<file path="src/rtl/tmds_pkg.sv">
// Purpose : shared TMDS control-token constants, aligner state enum and token decode.
// Latency : n/a (types, constants and a pure combinational function).
// Backpr. : n/a.
//
// The encoder side reuses TMDS_CTRL_* so both directions agree on token values.
package tmds_pkg;

    // Control tokens, bit 0 is the first bit on the wire.
    localparam logic [9:0] TMDS_CTRL_00 = 10'h354;
    localparam logic [9:0] TMDS_CTRL_01 = 10'h0AB;
    localparam logic [9:0] TMDS_CTRL_10 = 10'h154;
    localparam logic [9:0] TMDS_CTRL_11 = 10'h2AB;

    typedef enum logic [1:0] {
        SEARCH = 2'd0,
        CHECK  = 2'd1,
        LOCKED = 2'd2
    } align_state_t;

    typedef struct packed {
        logic       is_ctrl;
        logic [1:0] ctrl;
    } ctrl_dec_t;

    // Returns {is_ctrl, ctrl}; any non-token word decodes to all zeros.
    function automatic ctrl_dec_t tmds_ctrl_decode(input logic [9:0] word);
        ctrl_dec_t dec;
        dec = '0;
        case (word)
            TMDS_CTRL_00: dec = '{is_ctrl: 1'b1, ctrl: 2'b00};
            TMDS_CTRL_01: dec = '{is_ctrl: 1'b1, ctrl: 2'b01};
            TMDS_CTRL_10: dec = '{is_ctrl: 1'b1, ctrl: 2'b10};
            TMDS_CTRL_11: dec = '{is_ctrl: 1'b1, ctrl: 2'b11};
            default:      dec = '0;
        endcase
        return dec;
    endfunction

endpackage

</file>
<file path="src/rtl/tmds_gearbox_5to10.sv">
// Purpose : 5-bit beat to 10-bit symbol gearbox with selectable bit offset and token decode.
// Latency : symbol whose last beat is sampled at edge n is on word at edge n+1.
// Backpr. : none; free-running, one word every other cycle.
//
// Ports:
//   clk, rst        : 2x pixel clock, async active-high reset
//   din[4:0]        : deserialized beat, din[0] earliest bit
//   offset[3:0]     : window offset 0..9 from the aligner
//   word[9:0]       : aligned symbol, word[0] earliest bit
//   word_vld        : one-cycle strobe on alternate cycles
//   is_ctrl, ctrl   : token decode of word, qualified by word_vld
module tmds_gearbox_5to10 (
    input  logic       clk,
    input  logic       rst,
    input  logic [4:0] din,
    input  logic [3:0] offset,
    output logic [9:0] word,
    output logic       word_vld,
    output logic       is_ctrl,
    output logic [1:0] ctrl
);
    import tmds_pkg::*;

    logic [19:0] hist_q, hist_d;
    logic        phase_q, phase_d;
    logic [9:0]  word_q, word_d;
    logic        word_vld_q, word_vld_d;
    logic        is_ctrl_q, is_ctrl_d;
    logic [1:0]  ctrl_q, ctrl_d;

    logic [9:0]  window;
    ctrl_dec_t   dec;

    always_comb begin
        // Newest beat enters at the top, so hist_q[0] is the oldest bit held.
        hist_d  = {din, hist_q[19:5]};
        phase_d = ~phase_q;

        // offset is kept in 0..9 by the aligner, so the window never leaves hist_q.
        window = hist_q[5'd19 - {1'b0, offset} -: 10];
        dec    = tmds_ctrl_decode(window);

        word_d     = word_q;
        is_ctrl_d  = is_ctrl_q;
        ctrl_d     = ctrl_q;
        word_vld_d = 1'b0;
        if (!phase_q) begin
            word_d     = window;
            is_ctrl_d  = dec.is_ctrl;
            ctrl_d     = dec.ctrl;
            word_vld_d = 1'b1;
        end
    end

    always_ff @(posedge clk or posedge rst) begin
        if (rst) begin
            hist_q     <= '0;
            phase_q    <= 1'b0;
            word_q     <= '0;
            word_vld_q <= 1'b0;
            is_ctrl_q  <= 1'b0;
            ctrl_q     <= '0;
        end else begin
            hist_q     <= hist_d;
            phase_q    <= phase_d;
            word_q     <= word_d;
            word_vld_q <= word_vld_d;
            is_ctrl_q  <= is_ctrl_d;
            ctrl_q     <= ctrl_d;
        end
    end

    assign word     = word_q;
    assign word_vld = word_vld_q;
    assign is_ctrl  = is_ctrl_q;
    assign ctrl     = ctrl_q;

endmodule

</file>
<file path="src/rtl/tmds_word_aligner.sv">
// Purpose : TMDS receive word aligner; bit-slips until control tokens repeat, then reports lock.
// Latency : Word one edge after its last beat; Locked one cycle after the deciding word.
// Backpr. : none; downstream must accept every WordValid strobe and qualify on Locked.
//
// Ports:
//   Clk, Reset         : 2x pixel clock, async active-high reset
//   Din[4:0]           : deserialized beat, Din[0] earliest bit
//   Resync             : one-cycle request to drop alignment and slip by one bit
//   Word[9:0]          : aligned symbol (not gated by Locked)
//   WordValid          : strobe on alternate cycles
//   IsCtrl, Ctrl[1:0]  : control-token decode of Word
//   Locked             : alignment established
//   Offset[3:0]        : current slip offset 0..9
module tmds_word_aligner #(
    parameter int SEARCH_WORDS = 4096,
    parameter int RUN_LEN      = 8,
    parameter int LOSS_WORDS   = 65536
) (
    input  logic       Clk,
    input  logic       Reset,
    input  logic [4:0] Din,
    input  logic       Resync,
    output logic [9:0] Word,
    output logic       WordValid,
    output logic       IsCtrl,
    output logic [1:0] Ctrl,
    output logic       Locked,
    output logic [3:0] Offset
);
    import tmds_pkg::*;

    localparam int WC_W = (SEARCH_WORDS > 1) ? $clog2(SEARCH_WORDS) : 1;
    localparam int RC_W = (RUN_LEN > 1)      ? $clog2(RUN_LEN)      : 1;
    localparam int LC_W = (LOSS_WORDS > 1)   ? $clog2(LOSS_WORDS)   : 1;

    localparam logic [WC_W-1:0] WC_LAST = WC_W'(SEARCH_WORDS - 1);
    localparam logic [RC_W-1:0] RC_LAST = RC_W'(RUN_LEN - 1);
    localparam logic [LC_W-1:0] LC_LAST = LC_W'(LOSS_WORDS - 1);

    align_state_t    state_q, state_d;
    logic [3:0]      offset_q, offset_d;
    logic [WC_W-1:0] word_cnt_q, word_cnt_d;
    logic [RC_W-1:0] run_cnt_q, run_cnt_d;
    logic [LC_W-1:0] loss_cnt_q, loss_cnt_d;
    logic            locked_q, locked_d;

    logic [9:0]      word_w;
    logic            word_vld_w;
    logic            is_ctrl_w;
    logic [1:0]      ctrl_w;

    logic [3:0]      offset_inc;
    logic            word_cnt_last;
    logic [WC_W-1:0] word_cnt_sat;

    tmds_gearbox_5to10 u_gearbox (
        .clk      (Clk),
        .rst      (Reset),
        .din      (Din),
        .offset   (offset_q),
        .word     (word_w),
        .word_vld (word_vld_w),
        .is_ctrl  (is_ctrl_w),
        .ctrl     (ctrl_w)
    );

    always_comb begin
        // A 10-bit slip is the same alignment one word later, so wrap without
        // touching the gearbox phase.
        offset_inc    = (offset_q == 4'd9) ? 4'd0 : offset_q + 4'd1;
        word_cnt_last = (word_cnt_q == WC_LAST);
        // Search-window expiry only fires on non-token words; a token landing
        // on the last count holds the counter there instead of wrapping, so the
        // next non-token word slips.
        word_cnt_sat  = word_cnt_last ? word_cnt_q : word_cnt_q + WC_W'(1);

        state_d    = state_q;
        offset_d   = offset_q;
        word_cnt_d = word_cnt_q;
        run_cnt_d  = run_cnt_q;
        loss_cnt_d = loss_cnt_q;

        if (Resync) begin
            // Overrides whatever the current word would have done.
            state_d    = SEARCH;
            offset_d   = offset_inc;
            word_cnt_d = '0;
            run_cnt_d  = '0;
            loss_cnt_d = '0;
        end else if (word_vld_w) begin
            case (state_q)
                SEARCH: begin
                    if (is_ctrl_w) begin
                        state_d    = CHECK;
                        run_cnt_d  = RC_W'(1);
                        word_cnt_d = word_cnt_sat;
                    end else if (word_cnt_last) begin
                        offset_d   = offset_inc;
                        word_cnt_d = '0;
                    end else begin
                        word_cnt_d = word_cnt_q + WC_W'(1);
                    end
                end
                CHECK: begin
                    if (is_ctrl_w) begin
                        if (run_cnt_q == RC_LAST) begin
                            state_d    = LOCKED;
                            run_cnt_d  = '0;
                            word_cnt_d = '0;
                            loss_cnt_d = '0;
                        end else begin
                            run_cnt_d  = run_cnt_q + RC_W'(1);
                            word_cnt_d = word_cnt_sat;
                        end
                    end else begin
                        // Broken run: keep the offset unless the window expired.
                        state_d   = SEARCH;
                        run_cnt_d = '0;
                        if (word_cnt_last) begin
                            offset_d   = offset_inc;
                            word_cnt_d = '0;
                        end else begin
                            word_cnt_d = word_cnt_q + WC_W'(1);
                        end
                    end
                end
                LOCKED: begin
                    if (is_ctrl_w) begin
                        loss_cnt_d = '0;
                    end else if (loss_cnt_q == LC_LAST) begin
                        state_d    = SEARCH;
                        word_cnt_d = '0;
                        loss_cnt_d = '0;
                    end else begin
                        loss_cnt_d = loss_cnt_q + LC_W'(1);
                    end
                end
                default: begin
                    state_d    = SEARCH;
                    word_cnt_d = '0;
                    run_cnt_d  = '0;
                    loss_cnt_d = '0;
                end
            endcase
        end

        locked_d = (state_d == LOCKED);
    end

    always_ff @(posedge Clk or posedge Reset) begin
        if (Reset) begin
            state_q    <= SEARCH;
            offset_q   <= '0;
            word_cnt_q <= '0;
            run_cnt_q  <= '0;
            loss_cnt_q <= '0;
            locked_q   <= 1'b0;
        end else begin
            state_q    <= state_d;
            offset_q   <= offset_d;
            word_cnt_q <= word_cnt_d;
            run_cnt_q  <= run_cnt_d;
            loss_cnt_q <= loss_cnt_d;
            locked_q   <= locked_d;
        end
    end

    assign Word      = word_w;
    assign WordValid = word_vld_w;
    assign IsCtrl    = is_ctrl_w;
    assign Ctrl      = ctrl_w;
    assign Locked    = locked_q;
    assign Offset    = offset_q;

endmodule

</file>
<file path="config.mk">
export PLATFORM = sky130hd
export DESIGN_NAME = tmds_word_aligner
export DESIGN_NICKNAME = d
export VERILOG_FILES = /design/src/rtl/tmds_pkg.sv /design/src/rtl/tmds_gearbox_5to10.sv /design/src/rtl/tmds_word_aligner.sv
export SDC_FILE = /design/constraint.sdc
export NUM_CORES = 1
export LEC_CHECK = 0
export BUFFER_PORTS_ARGS = -buffer_cell sky130_fd_sc_hd__buf_2
export CORE_MARGIN = 5
export CORE_UTILIZATION = 50
export CTS_CLUSTER_DIAMETER = 150
export DETAILED_ROUTE_END_ITERATION = 12
export PLACE_DENSITY = 0.68
export REMOVE_ABC_BUFFERS = 1
export SLEW_MARGIN = 10
export SYNTH_ARGS = -nofsm -noshare
export SYNTH_HDL_FRONTEND = slang
export SYNTH_SLANG_ARGS = --single-unit
</file>
<file path="constraint.sdc">
create_clock -name Clk -period 3.2 [get_ports Clk]
set_input_delay 0 -clock Clk [delete_from_list [all_inputs] [get_ports Clk]]
set_output_delay 0 -clock Clk [all_outputs]
set_load 0.1 [all_outputs]
</file>
# Word-level counts from Yosys, hierarchy flattened
# Index checks and enable logic that the tools add are counted.
# word_totals
register_bits,73
in_bits,8
wordCells,86
# classes
add_sub_neg,5
n_eq_ne,19
shift,1
muxes,39
n_bitwise,1
n_reduce_logical,9
# op_table
cell,n
$mux W12,9
$mux W16,6
$pmux W16 S3,1
$pmux W12 S3,1
$shiftx A29 B6 Y10,1
$mux W4,6
$eq A10 B10 Y1 const B,2
$add A16 B1 Y16 const B,1
$eq A16 B16 Y1 const B,1
$mux W3,5
$mux W2,7
$add A12 B1 Y12 const B,1
$eq A12 B12 Y1 const B,1
$pmux W3 S4,1
$eq A10 B8 Y1 const B,1
$eq A10 B9 Y1 const B,1
$ne A3 B3 Y1 const B,3
$pmux W3 S3,1
$reduce_and A4 Y1,2
$ne A2 B2 Y1 const B,3
$ne A3 B2 Y1 const B,2
$pmux W2 S3,1
$reduce_and A3 Y1,2
$reduce_bool A2 Y1,3
11 further kinds,12

# Logic depth before layout (Yosys ltp)
# depth
depth_word,7
ltp_mapped,12

# Modules after synthesis
# From an unflattened synthesis, not the netlist that was laid out.
# hier_totals
hier_cells,460
area_unflattened_um2,4500.6
# modules_own_cells
module,instances,cells_per_inst,area_per_inst_um2
tmds_gearbox_5to10,1,215,2321.0
tmds_word_aligner,1,245,2179.6

# Least setup slack after synthesis
# No wires, ideal clock.
# synth_path
path_kind,reg-to-reg
from,"register offset_q[2], in the netlist Offset[2]"
to,"register u_gearbox.is_ctrl_q, in the netlist u_gearbox.is_ctrl"
setup_time_ns,0.069
arrival_time_ns,3.626
slack_ns,-0.495
stages_incl_launch_ff,11
period_less_slack_ns,3.695
cell_sequence,dfrtp_1 -> buf_2 -> inv_2 -> ha_1 -> buf_2 -> mux4_2 -> nor3b_1 -> or4_4 -> or3b_1 -> or3_1 -> nand3_1
# synth_via
elab_chain_cells,4
elab_cells_between_ends,7
# synth_lines
element,line_no,text
"start, declared",tmds_word_aligner.sv:41,"logic [3:0] offset_q, offset_d;"
"start signal, assigned",tmds_word_aligner.sv:160,offset_q <= offset_d;
$sub A5 B4 Y5 (*),tmds_gearbox_5to10.sv:40,"window = hist_q[5'd19 - {1'b0, offset} -: 10];"
$shiftx A29 B6 Y10 (*),tmds_gearbox_5to10.sv:40,
"$eq A10 B10 Y1, or another cell as far along",tmds_pkg.sv:29,case (word)
$pmux W3 S4 (*),tmds_pkg.sv:29,
"end signal, assigned",tmds_gearbox_5to10.sv:68,is_ctrl_q <= is_ctrl_d;
"end, declared",tmds_gearbox_5to10.sv:28,"logic is_ctrl_q, is_ctrl_d;"
# Every way passes the cells marked *; elsewhere a longest branch is shown, timed or not.
# A chain may end at the register's enable or synchronous reset.

# Worst setup path after layout
# layout_path
from,"register offset_q[3], in the netlist Offset[3]"
to,"register u_gearbox.is_ctrl_q, in the netlist u_gearbox.is_ctrl"
# Same word-level chain as after synthesis.

==> impl_results.md <==
* Share of cells above drive strength 1 at 0.217
* Num Clock Sinks at between 70 and 80
* Final Cycle Share at 0.929
* CTS buffer count at 9
* Slew @ Worst Pin at 941 ps
* Die Wd at 104 microns
* Wire per inst at 18.0 microns
* Vias per cell at 6.12
* Crit path DAT at 3270 ps
* Fin Hold WS at ~280 ps
* Starting Density at 0.508
* Layout area overhead at 13.3%
* Final-report max-slew violation count at 0
* Outcome: finished, final reports clean
* Total Power at 0.00454 W
* Fillers at between 700 and 800
* Post-Layout Cell Count at 602
* Post-DP HPWL at 7540 microns
* Inst Count DP at 578
* Worst Hold Class: in -> reg
* 1st-pass router iterations at 5
* NumNets Final at 504
* Setup Viol. Count Final at 0
* Final WS setup at 227 ps
* Max clock buf depth at 2
* H-tree depth at 3
* Slew HR at 0.372
* Peak VDD IR at 0.929 mV
* Num ports at 27
* Hold Fails Final Rpt at 0
* Hold Crit Depth at 2
* Largest net degree at the start of global routing at 47
* Dominant cell by count in the synthesized netlist: dfrtp_1
* GRT Util Overall at 0.205
* Full die area at approximately 11000 sq um
* Synth Area per Inst at between 9 and 10 sq um
* PortBufs at 26
* Synthesized cell area at 4390 sq um
* CP max stage cell: or4_1
* Initial antenna violation count at 0
* CTS tree: done
* RSZ-0062 raised after global routing: false
* Period minus WS final at 2970 ps
* Top cells by count, synth: 72 x dfrtp_1, 38 x nand2_1, 37 x nor2_1
* Synth top area share at 0.411
* Highest clock rate at 336 MHz
* Ys flop type: dfrtp_1
* Leak at 2.19 nW
* Vias in the first global route at 3530
* Vias at 3682
* Top delay family on crit path: simple AND/OR/NAND/NOR gates
* Sequential area share after synthesis at 0.411
* Mapped Cells at 451
* Top post-synthesis cells by area: dfrtp_1 41%, mux4_2 6.7%, mux2_2 4.9%, mux2i_1 3.7%, o21ai_0 3.4%
* Die Height at 104 microns
* Final GP Congestion at 0.940
* Clk Latency, worst-skew pair at around 350 ps
* Core region area at 8640 sq um
* Site Rows at 34
* #FFs+latches synth at 72
* Post-route ant nets at 0
* Crit start category: register
* DRT iter0 DRCs at between 200 and 300
* CP max FO at 21
* Netlist cell types at just under 60
* Total global routing overflow at 0
* DRT Wirelength at 10800 microns
* Ys Warns at 0
* Worst Path Required at between 3000 and 4000 ps
* Cell area power density at slightly above 900 nW/um^2
* EDFF count, synth at 0
* MaxCap Viol Count at 0
* CP Buf/Inv Count at 2
* Critical path cell sequence: inv_1 -> ha_1 -> buf_4 -> nor2b_1 -> a22oi_1 -> a21oi_1 -> a31oi_1 -> or4_1 -> or3_1 -> nand3_1
* CTS Root Cell: clkbuf_8
* Levels on crit path at 10
* DRC at 0
* Delay of the slowest critical-path stage at 580 ps
* Setup slack at placement at ~270 ps
* First-pass GRT wire length at between 15000 and 20000 microns
* Skew final at 16.9 ps
* Crit end category: register
* R2r worst-path depth at 10
* Kind of critical path: reg -> reg
* Ys async rst share at 1.00
* Diodes inserted at 0
* Setup TNS at 0 ps
* Post-synth top area cell: dfrtp_1
* Clock-pin slew on the worst setup and hold paths at 80 ps
final cells by class:
cell class / count / area (sq um) / share of cell area
timing repair buffer: 54 / 368 / 0.0740
clock inverter: 6 / 67.6 / 0.0136
sequential: 72 / 1800 / 0.363
clock buffer: 10 / 128 / 0.0257
inverter: 13 / 48.8 / 0.00981
tap: 108 / 135 / 0.0272
multi-input combinational: 339 / 2420 / 0.487
worst paths after layout:
check | slack, ps | start | end
worst max register to register | 230 | Offset[3]$_DFFE_PP0P_ | u_gearbox.is_ctrl$_DFFE_PP0N_
worst min register to register | 450 | u_gearbox.hist_q[10]$_DFF_PP0_ | u_gearbox.hist_q[5]$_DFF_PP0_
worst min-delay path | 280 | Din[1] | u_gearbox.hist_q[16]$_DFF_PP0_
min in group asynchronous | 400 | Reset | loss_cnt_q[7]$_DFFE_PP0P_
worst max-delay path | 230 | Offset[3]$_DFFE_PP0P_ | u_gearbox.is_ctrl$_DFFE_PP0N_
max in group asynchronous | 2020 | Reset | Offset[1]$_DFFE_PP0P_
worst reg2reg max path: cells and delay by family, from the launching register on:
| family | cells | cell delay [ps] |
|---|---|---|
| buffers and inverters | 2 | 370 |
| AO/OA/AOI/OAI | 3 | 480 |
| flip-flops | 1 | 400 |
| AND/OR/NAND/NOR | 4 | 1370 |
| adder cells (fa/ha/maj) | 1 | 300 |
through the flow:
step | instance area [sq um] | utilization
3_3_place_gp | 4690 | 0.543
6_report | 4970 | 0.576
4_1_cts | 4950 | 0.573
2_1_floorplan | 4260 | -
5_1_grt | 4970 | 0.576
3_5_place_dp | 4690 | 0.543
kinds of logic (layout without fill, tap and decap cells):
family | Yosys count | count (layout) | share of synthesized area
AOI/OAI and AO/OA | 114 | 114 | 0.169
buffers and inverters | 40 | 83 | 0.0405
and+or+nand+nor | 158 | 158 | 0.181
muxes | 50 | 50 | 0.159
DFF | 72 | 72 | 0.411
xor gates and xnor gates | 10 | 10 | 0.0200
adders and majority gates | 7 | 7 | 0.0200
report_power, final:
group          switching, W  leakage, nW  total (W)  internal, W
sequential         0.000150        0.928    0.00116      0.00101
combinational       0.00172         1.17    0.00265     0.000937
clock              0.000364       0.0929   0.000727     0.000363
metal layers:
layer,GRT usage,vias to the layer above,routed length (microns)
met2,0.293,116,4940
met5,0,-,0
met3,0.0566,20,623
met1,0.302,1778,5100
met4,0.0620,0,153
li1,-,1768,-
state kept, by name, summed over array words and instances (netlist names), 2 cells and up:
name,flops
run_cnt_q,3
u_gearbox.ctrl,2
state_q,2
u_gearbox.hist_q,20
word_cnt_q,12
loss_cnt_q,16
u_gearbox.word,10
Offset,4
cells in the final DEF, fill, tap and decap left out, types with 8 or more instances in the layout:
master / n
dfrtp_1: 71
nand2_1: 38
nor2_1: 36
o21ai_0: 30
buf_2: 27
a21oi_1: 26
nand3_1: 20
mux2_2: 19
buf_4: 19
mux2i_1: 16
mux4_2: 13
inv_1: 10
nand4_1: 10
a31oi_1: 9
clkbuf_8: 9
xor2_1: 8
what timing repair did:
action / in CTS / in global routing
resized for setup: 0 / 4
endpoints found under the hold margin: 50 / 0
setup buffers: 0 / 0
hold buffers: 7 / 0
endpoints found under the setup margin: 0 / 3
No activity file was read; power rests on OpenSTA's default activity.
